### config.mk
export PLATFORM = sky130hd
export DESIGN_NAME = mac_serial2d_ctrl
export DESIGN_NICKNAME = d
export VERILOG_FILES = /design/src/rtl/mac_serial2d_ctrl.sv
export SDC_FILE = /design/constraint.sdc
export NUM_CORES = 1
export LEC_CHECK = 0
export BUFFER_PORTS_ARGS = -buffer_cell sky130_fd_sc_hd__buf_2
export CAP_MARGIN = 20
export CORE_MARGIN = 1
export CORE_UTILIZATION = 31
export DETAILED_ROUTE_END_ITERATION = 10
export GPL_TIMING_DRIVEN = 0
export PLACE_DENSITY = 0.54
export SLEW_MARGIN = 20
export SYNTH_ARGS = -nofsm -noshare
export SYNTH_HDL_FRONTEND = slang
export SYNTH_SLANG_ARGS = --single-unit
### constraint.sdc
create_clock -name clk_fast -period 4.72 [get_ports clk_fast]
set_input_delay 0.472 -clock clk_fast [delete_from_list [all_inputs] [get_ports clk_fast]]
set_output_delay 0.472 -clock clk_fast [all_outputs]
set_load 0.1 [all_outputs]
### src/rtl/mac_serial2d_ctrl.sv
// mac_serial2d_ctrl
// Sequencer for the 2D 4-bit-serial MAC. It runs one dot-product job of
// num_acc multiply-accumulates and emits a registered per-cycle control word
// for the serial multiplier. It also generates the accumulator enable,
// handshakes operand pairs with the upstream buffer, and flags completion.
//
// Ports
//   clk_fast  : single clock for the sequencer and the datapath
//   rst       : synchronous active-high reset
//   start     : job request, sampled only while idle
//   mode      : precision (000 = 8x8, 001 = 8bW x 4bA, 111 = 4x4)
//   num_acc   : number of products in the job (0 allowed)
//   op_valid  : upstream w/a pair valid
//   op_ready  : pair consumed this cycle (transfer = op_valid & op_ready)
//   mode_q    : latched job mode, used by the datapath clock gating
//   w_sel, a_sel, sign_ctr, shift_ctr, rst_mult : registered control word
//   acc_en    : accumulator (slow clock) enable
//   busy      : job in progress, through the done cycle
//   done      : one-cycle pulse, accumulator holds the final result
//   cfg_err   : one-cycle pulse, start rejected because of an illegal mode
module mac_serial2d_ctrl #(
  parameter int CNT_W = 8
) (
  input  logic             clk_fast,
  input  logic             rst,
  input  logic             start,
  input  logic [2:0]       mode,
  input  logic [CNT_W-1:0] num_acc,
  input  logic             op_valid,
  output logic             op_ready,
  output logic [2:0]       mode_q,
  output logic             w_sel,
  output logic             a_sel,
  output logic             sign_ctr,
  output logic             shift_ctr,
  output logic             rst_mult,
  output logic             acc_en,
  output logic             busy,
  output logic             done,
  output logic             cfg_err
);

  typedef enum logic [2:0] {
    S_IDLE   = 3'd0,
    S_CLEAR  = 3'd1,
    S_RUN    = 3'd2,
    S_COMMIT = 3'd3,
    S_WAIT   = 3'd4,
    S_DONE   = 3'd5
  } state_e;

  // Control word packing: {w_sel, a_sel, sign_ctr, shift_ctr, rst_mult}
  localparam logic [4:0]       WORD_NOP    = 5'b00000;
  localparam logic [4:0]       WORD_COMMIT = 5'b00001;
  localparam logic [CNT_W-1:0] PROD_ZERO   = {CNT_W{1'b0}};
  localparam logic [CNT_W-1:0] PROD_ONE    = {{(CNT_W-1){1'b0}}, 1'b1};

  state_e           state_q;
  logic [1:0]       step_q;
  logic [CNT_W-1:0] prod_q;
  logic             pending_q;
  logic [2:0]       mode_lat_q;
  logic [4:0]       word_q;
  logic             acc_word_q;
  logic             acc_en_q;
  logic             op_ready_q;
  logic             busy_q;
  logic             done_word_q;
  logic             done_q;
  logic             cfg_err_q;

  logic [1:0]       last_step_s;
  logic [1:0]       step_d;
  logic [CNT_W-1:0] prod_d;

  function automatic logic mode_legal(input logic [2:0] m);
    case (m)
      3'b000, 3'b001, 3'b111: mode_legal = 1'b1;
      default:                mode_legal = 1'b0;
    endcase
  endfunction

  // Index of the last step of a product (steps per product minus one).
  function automatic logic [1:0] last_step(input logic [2:0] m);
    case (m)
      3'b000:  last_step = 2'd3;
      3'b001:  last_step = 2'd1;
      default: last_step = 2'd0;
    endcase
  endfunction

  // Per-step control word; rst_mult is set on s0 so each product restarts.
  function automatic logic [4:0] ctrl_word(input logic [2:0] m, input logic [1:0] s);
    case ({m, s})
      5'b000_00: ctrl_word = 5'b00011;
      5'b000_01: ctrl_word = 5'b01000;
      5'b000_10: ctrl_word = 5'b10110;
      5'b000_11: ctrl_word = 5'b11100;
      5'b001_00: ctrl_word = 5'b00011;
      5'b001_01: ctrl_word = 5'b10100;
      5'b111_00: ctrl_word = 5'b00101;
      default:   ctrl_word = 5'b00000;
    endcase
  endfunction

  assign last_step_s = last_step(mode_lat_q);
  assign step_d      = step_q + 2'd1;
  assign prod_d      = prod_q - PROD_ONE;

  // Job sequencer: state, counters and every registered output.
  always_ff @(posedge clk_fast) begin
    if (rst) begin
      state_q     <= S_IDLE;
      step_q      <= 2'd0;
      prod_q      <= PROD_ZERO;
      pending_q   <= 1'b0;
      mode_lat_q  <= 3'b000;
      word_q      <= WORD_NOP;
      acc_word_q  <= 1'b0;
      acc_en_q    <= 1'b0;
      op_ready_q  <= 1'b0;
      busy_q      <= 1'b0;
      done_word_q <= 1'b0;
      done_q      <= 1'b0;
      cfg_err_q   <= 1'b0;
    end else begin
      // Defaults: NOP word, pulses low. acc_en and done trail their
      // control-word fields by one cycle to line up with the wrapper's
      // input-register stage, so z is final while done is high.
      word_q      <= WORD_NOP;
      acc_word_q  <= 1'b0;
      acc_en_q    <= acc_word_q;
      op_ready_q  <= 1'b0;
      cfg_err_q   <= 1'b0;
      done_word_q <= 1'b0;
      done_q      <= done_word_q;
      if (done_q) begin
        busy_q <= 1'b0;
      end

      case (state_q)
        S_IDLE: begin
          // busy_q still covers the done cycle, so a start there is ignored.
          if (start && !busy_q) begin
            if (mode_legal(mode)) begin
              mode_lat_q <= mode;
              prod_q     <= num_acc;
              busy_q     <= 1'b1;
              state_q    <= S_CLEAR;
            end else begin
              cfg_err_q <= 1'b1;
            end
          end
        end

        S_CLEAR: begin
          // acc_en with rst_mult low loads zero into the accumulator.
          acc_word_q <= 1'b1;
          step_q     <= 2'd0;
          pending_q  <= 1'b0;
          if (prod_q == PROD_ZERO) begin
            state_q <= S_DONE;
          end else begin
            state_q    <= S_RUN;
            op_ready_q <= (last_step_s == 2'd0);
          end
        end

        S_RUN: begin
          if ((step_q == 2'd0) && !op_valid) begin
            // Upstream stalled: flush the finished product before waiting.
            state_q <= pending_q ? S_COMMIT : S_WAIT;
          end else if (step_q == last_step_s) begin
            if (op_valid) begin
              word_q     <= ctrl_word(mode_lat_q, step_q);
              // With one step per product s0 is also the last step, so it
              // must still add the previous product.
              acc_word_q <= (step_q == 2'd0) ? pending_q : 1'b0;
              pending_q  <= 1'b1;
              prod_q     <= prod_d;
              step_q     <= 2'd0;
              if (prod_q == PROD_ONE) begin
                state_q <= S_COMMIT;
              end else begin
                op_ready_q <= (last_step_s == 2'd0);
              end
            end else begin
              // Protocol violation (valid dropped mid-product): hold.
              op_ready_q <= 1'b1;
            end
          end else begin
            word_q     <= ctrl_word(mode_lat_q, step_q);
            acc_word_q <= (step_q == 2'd0) ? pending_q : 1'b0;
            step_q     <= step_d;
            op_ready_q <= (step_d == last_step_s);
          end
        end

        S_COMMIT: begin
          word_q     <= WORD_COMMIT;
          acc_word_q <= 1'b1;
          pending_q  <= 1'b0;
          state_q    <= (prod_q == PROD_ZERO) ? S_DONE : S_WAIT;
        end

        S_WAIT: begin
          if (op_valid) begin
            state_q    <= S_RUN;
            step_q     <= 2'd0;
            op_ready_q <= (last_step_s == 2'd0);
          end
        end

        S_DONE: begin
          done_word_q <= 1'b1;
          state_q     <= S_IDLE;
        end

        default: begin
          state_q <= S_IDLE;
        end
      endcase
    end
  end

  assign {w_sel, a_sel, sign_ctr, shift_ctr, rst_mult} = word_q;
  assign op_ready = op_ready_q;
  assign mode_q   = mode_lat_q;
  assign acc_en   = acc_en_q;
  assign busy     = busy_q;
  assign done     = done_q;
  assign cfg_err  = cfg_err_q;

endmodule
### Word-level counts from Yosys, hierarchy flattened

Index checks and enable logic that the tools add are counted.

| cells by class | value |
|---|---|
| add/subtract/negate cells | 2 |
| multipliers | 0 |
| div/mod/pow operators | 0 |
| magnitude comparators | 0 |
| eq/ne operators | 26 |
| shift-type cells | 0 |
| muxes and demuxes | 53 |
| bitwise operators | 2 |
| reductions and logical operators | 23 |

Operator list:

| operator | count |
|---|---|
| two-way mux 8 bit | 5 |
| case mux 5 bit (6 select lines) | 1 |
| two-way mux 3 bit | 9 |
| two-way mux 1 bit | 24 |
| case mux 8 bit (2 select lines) | 1 |
| two-way mux 5 bit | 3 |
| case mux 3 bit (5 select lines) | 1 |
| inequality test 2 bit (second input constant) | 6 |
| AND reduction 6 bit | 2 |
| == test 5 x 2 -> 1 bit (second input constant) | 2 |
| == test 5 x 3 -> 1 bit (second input constant) | 2 |
| case mux 5 bit (2 select lines) | 1 |
| == test 3 x 1 -> 1 bit (second input constant) | 3 |
| == test 3 bit (second input constant) | 3 |
| zero test 3 bit | 3 |
| inequality test 3 bit (second input constant) | 3 |
| == test 8 x 1 -> 1 bit (second input constant) | 1 |
| zero test 8 bit | 1 |
| subtractor 8 x 1 -> 8 bit (second input constant) | 1 |
| == test 3 x 2 -> 1 bit (second input constant) | 2 |
| two-way mux 2 bit | 3 |
| case mux 2 bit (3 select lines) | 1 |
| OR reduction 3 bit | 2 |
| == test 5 x 1 -> 1 bit (second input constant) | 1 |
| 17 further kinds | 25 |

| word-level totals | value |
|---|---|
| bits in registers | 29 |
| bits in latches | 0 |
| RAM bits | 0 |
| bits in read-only memories | 0 |
| output and inout bits | 13 |
| word-level logic and storage cells | 119 |
| memories | 0 |

### Logic depth before layout (Yosys ltp)

| logic depth | value |
|---|---|
| word-level depth | 9 |
| gate-level depth with buffers | 8 |
| gate-level depth less buffers | 7 |

### Worst setup path before layout

OpenSTA, ideal clock, no wires.

| path | value |
|---|---|
| path type | register to register |
| from | register mode_lat_q[0] (netlist: mode_q[0]) |
| to | register prod_q[0] |
| arrival | 2.303 ns |
| required time | 4.646 ns |
| setup slack | 2.343 ns |
| cell stages (with the launch flop) | 6 |
| buffers on the path | 0 |
| cell sequence | dfxtp_1 nand4bb_1 a2111oi_4 nor3_2 or3_1 a31oi_1 |

| on the way | value |
|---|---|
| cells in the longest elaborated chain, start to end | 5 |
| elaborated cells between the ends (all ways) | 6 |
| classes of those cells | 3 x eq/ne; 1 x mux; 2 x reduce/logical |

RTL lines:

| item | line | text |
|---|---|---|
| start, declared | 62 | `logic [2:0] mode_lat_q;` |
| start signal, assigned | 146 | `mode_lat_q <= mode;` |
| == test 3 x 1 -> 1 bit / zero test 3 bit (equally long branches) | 85 | `case (m)` |
| case mux 2 bit (2 select lines) (*) | 85 |  |
| == test 2 bit (*) | 173 | `end else if (step_q == last_step_s) begin` |
| inequality test 2 bit (no line) (*) | - |  |
| AND reduction 6 bit (no line) (*) | - |  |
| end signal, assigned | 147 | `prod_q <= num_acc;` |
| end signal, assigned | 180 | `prod_q <= prod_d;` |
| end, declared | 60 | `logic [CNT_W-1:0] prod_q;` |

Every way passes the cells marked *; elsewhere a longest branch is shown, timed or not.
A chain may end at the register's enable or synchronous reset.

### Worst setup path after layout

| path | value |
|---|---|
| from | register state_q[1] |
| to | register prod_q[3] |

| on the way | value |
|---|---|
| cells in the longest elaborated chain, start to end | 3 |
| elaborated cells between the ends (all ways) | 10 |
| classes of those cells | 6 x eq/ne; 1 x mux; 3 x reduce/logical |

RTL lines:

| item | line | text |
|---|---|---|
| start, declared | 58 | `state_e state_q;` |
| start signal, assigned | 172 | `state_q <= pending_q ? S_COMMIT : S_WAIT;` |
| start signal, assigned | 203 | `state_q <= (prod_q == PROD_ZERO) ? S_DONE : S_WAIT;` |
| == test 3 x 2 -> 1 bit / zero test 3 bit (equally long branches) | 141 | `case (state_q)` |
| inequality test 2 bit (no line) / nonzero test 2 bit (equally long branches) | - |  |
| AND reduction 6 bit (no line) | - |  |

Parallel ways exist; a longest one is shown, timed or not.

==> results list <==
- Outcome: finished, final reports clean
- CTS clock-pin slew for the worst setup and hold paths: approximately 0.060 ns
- Final Instance Area: 0.00195 mm²
* Post-synthesis register bit count: 29
* Final net count: 250
- From left edge to right edge, the die measures about 74 µm.
* Routability-driven placement congestion ratio: between 0.8 and 0.9
- The setup path with the least slack is of type reg2reg.
- Buffer depth of the longest clock path: 2
- Starting utilization of the core area: 33.1%
- Routed wirelength normalized by instance count: between 10 and 15 µm
* Deepest level of the CTS H-tree: 2
- The region available for standard cell placement spans about 0.0049 mm².
- For this design, the CTS-stage hold fixing added 0 buffers.
- STA classifies the critical path endpoint as a register.
* Total Neg Setup Slack: 0 ns
- The count of pins over their slew limit is 0.
- Ports: 28
- Total buffers and inverters traversed by the critical path: 2
- Post-synthesis average cell area: ~8.2 µm²
- After legalization and detailed placement, the total HPWL measured roughly 3.0 mm.
- TritonCTS Sinks: 29
- Subtracting the final worst setup slack from the clock period gives about 2 ns.
- After detailed placement, the total cell area comes to ~0.0018 mm².
- The repair_antennas step left the layout with diodes totalling 0.
* Power Dens Cells: between 300 and 400 mW/mm²
- Count of synthesis-stage warnings from yosys: 0
- Switching part of the total: 29.3%
- Internal power: approximately 0.00047 W
- Final non-filler cell total: 297
* Residual DRC count: 0
- After clock tree synthesis, the setup repair step added 0 buffers.
* Initial antenna violation count: 0
- Overall die area: approximately 0.0055 mm²
* Post-synthesis cell area: between 0.0015 and 0.002 mm²
- Number of resized instances in the post-cts repair step: 0
- Per-cell via count in the routed design: around 5.1
* Row count: 25
- The library cell used most frequently in the layout, excluding fill and tap cells, is sky130_fd_sc_hd__dfxtp_1.
- Clock Latency Late Sink: roughly 0.28 ns
- For the worst setup path, the data required time is about 5 ns.
- The worst path meets setup with 2.70 ns of slack.
* Post-synthesis instance total: ~200
- The tool flagged a number of max-cap violations equal to 0.
* Number of setup violations in the final report: 0
- Counting the fill cells in the layout gives about 540.
- Between clock sinks in the finished design, the worst skew comes to 0.00548 ns.
* Worst path max stage delay: between 0.5 and 0.6 ns
* Maximum clock rate: about 500 MHz
- Entering global routing, the biggest net connects 11 pins.
* Slew at the pin closest to its max-slew limit: roughly 0.55 ns
- VDD IR-drop max: between 0.15 and 0.2 mV
- Post-route antenna net violation count: 0
- Worst-path fanout max: 10
- Per report_power, the sequential group accounts for about two fifths of the total.
* Min-delay worst type: reg2reg
- The kind of cell with the highest combined delay along the critical path is compound AO/OA/AOI/OAI gates.
- The root buffer cell chosen for the clock tree is sky130_fd_sc_hd__clkbuf_8.
- Number of global-route vias before repair: ~1,400
* TritonCTS clock tree: built
- Switching power total: between 0.00015 and 0.0002 W
- Including well taps, the total number of placed cells is a little under 300.
- Most frequent cells in the layout: sky130_fd_sc_hd__dfxtp_1 (29), sky130_fd_sc_hd__buf_2 (27), sky130_fd_sc_hd__a21oi_1 (21)
- After detailed routing, the total wire length is about 4 mm.
- Synthesized net count: ~220
- Storage cell area: roughly 580 µm²
- Share of synthesized area occupied by flip-flops and latches: 35.9%
- Number of search-and-repair iterations in the first detailed-routing pass: 4
- Worst slack at placement: 2.49 ns
* Overall die height: around 74 µm
- Area growth syn-to-layout: 20.4%
* DR vias: roughly 1,500
- Total GRT Usage: between 10% and 20%
- Grt total ovfl: 0
* Final hold violations: 0
- Buffers placed on the I/O ports in this run total 26.
- Arr. time, crit path: 2.21 ns
* Area taken by multi-input logic gates: ~960 µm²
* Startpoint types: register
* LEAKAGE: approximately 0.76 nW
- Global-route wire length before repair: ~6.7 mm
- Share of total power in combinational logic: between 15 and 20%
* Cell breakdown of the critical path: buf_4 > or2_1 > a2111oi_4 > nor3_2 > buf_2 > o32ai_1
* Setup repair after global routing missed its margin: no
- Number of design-rule violations left by the first detailed-router iteration: 65
- Share of final-layout standard cells stronger than drive strength 1: 18.7%
- Of the available clock period, the critical path in the final layout requires a little over two fifths.
- The clock network accounts for approximately two fifths of the total power.
* Distinct cell type count of the synthesized netlist: 47
* Remaining max-slew budget at the tightest pin: a little over three fifths
- Crit-path slowest cell: sky130_fd_sc_hd__a2111oi_4
* Number of clock buffers inserted by TritonCTS: 5
through the flow:
step           total power, W  util, %  hold slack, ns
2_1_floorplan        0.000369        -           0.414
3_3_place_gp         0.000401     37.5           0.417
3_5_place_dp         0.000400     37.5           0.423
4_1_cts              0.000670     39.9           0.438
5_1_grt              0.000694     39.9           0.459
6_report             0.000664     39.9           0.433
final cells by class:
class	count	area share, %
flip-flops and latches	29	29.8
clock buffers	7	4.43
multi-input cells	149	49.3
well taps	67	4.31
repair buffers	26	6.68
clock inverters	1	1.54
plain buffers	10	2.38
inverters	8	1.54
synthesized netlist by cell type (all sizes together):
| master | number | area [µm²] |
|---|---|---|
| a2111oi | 2 | 55.1 |
| a211oi | 5 | 37.5 |
| a21oi | 21 | 105 |
| a31oi | 4 | 25.0 |
| a32o | 1 | 10.0 |
| a41oi | 2 | 17.5 |
| and2 | 1 | 6.26 |
| and3 | 2 | 12.5 |
| and4 | 1 | 8.76 |
| buf | 4 | 23.8 |
| clkbuf | 6 | 22.5 |
| dfxtp | 29 | 581 |
| ha | 6 | 75.1 |
| inv | 8 | 30.0 |
| mux2i | 2 | 20.0 |
| nand2 | 13 | 48.8 |
| nand2b | 5 | 31.3 |
| nand3 | 7 | 35.0 |
| nand3b | 2 | 15.0 |
| nand4 | 1 | 6.26 |
| nand4bb | 1 | 11.3 |
| nor2 | 19 | 71.3 |
| nor2b | 5 | 31.3 |
| nor3 | 10 | 60.1 |
| nor3b | 4 | 35.0 |
| nor4 | 2 | 12.5 |
| nor4b | 1 | 8.76 |
| o211ai | 2 | 15.0 |
| o21a | 2 | 15.0 |
| o21ai | 7 | 35.0 |
| o21bai | 1 | 7.51 |
| o221ai | 1 | 8.76 |
| o22ai | 2 | 12.5 |
| o31ai | 1 | 7.51 |
| o32ai | 4 | 35.0 |
| or2 | 4 | 25.0 |
| or3 | 5 | 31.3 |
| or3b | 1 | 8.76 |
| or4b | 1 | 10.0 |
| xor2 | 1 | 8.76 |
power by group through the flow:
stage / Combinational [W] / Sequential, W / Clock, W
after floorplan: 0.0000751 / 0.000294 / 0
after global placement: 0.000128 / 0.000273 / 0
after detailed placement: 0.000127 / 0.000273 / 0
after CTS: 0.000128 / 0.000268 / 0.000275
after global routing: 0.000141 / 0.000270 / 0.000284
final: 0.000128 / 0.000268 / 0.000268
metal layers:
layer / track usage [%] / wire, µm
met1: 21.9 / 2010
met2: 25.4 / 1760
met3: 3.66 / 192
met4: 5.03 / 52
met5: 0 / 0
kinds of logic (layout without fill, tap and decap cells):
| kind of cell | count (synthesis) | count (layout) | synth area share (%) |
|---|---|---|---|
| simple gates | 85 | 85 | 29.0 |
| compound gates | 55 | 55 | 23.9 |
| flops | 29 | 29 | 35.9 |
| buf+inv | 18 | 52 | 4.72 |
| fa+ha+maj | 6 | 6 | 4.64 |
| mux | 2 | 2 | 1.24 |
| xor+xnor | 1 | 1 | 0.542 |
worst paths after layout:
path / start / end / slack (ns) / depth (start not counted)
worst max-delay path: state_q[1] / prod_q[3] / 2.70 / 6
worst min-delay path: acc_word_q / acc_en / 0.43 / 1
worst max register to register: state_q[1] / prod_q[3] / 2.70 / 6
worst min register to register: acc_word_q / acc_en / 0.43 / 1
flip-flops by register name, summed over array words and instances, names as in the netlist, 2 cells and up:
signal / flops
prod_q: 8
word_q: 5
mode_q: 3
state_q: 3
step_q: 2
(Power assumes the default switching activity.)
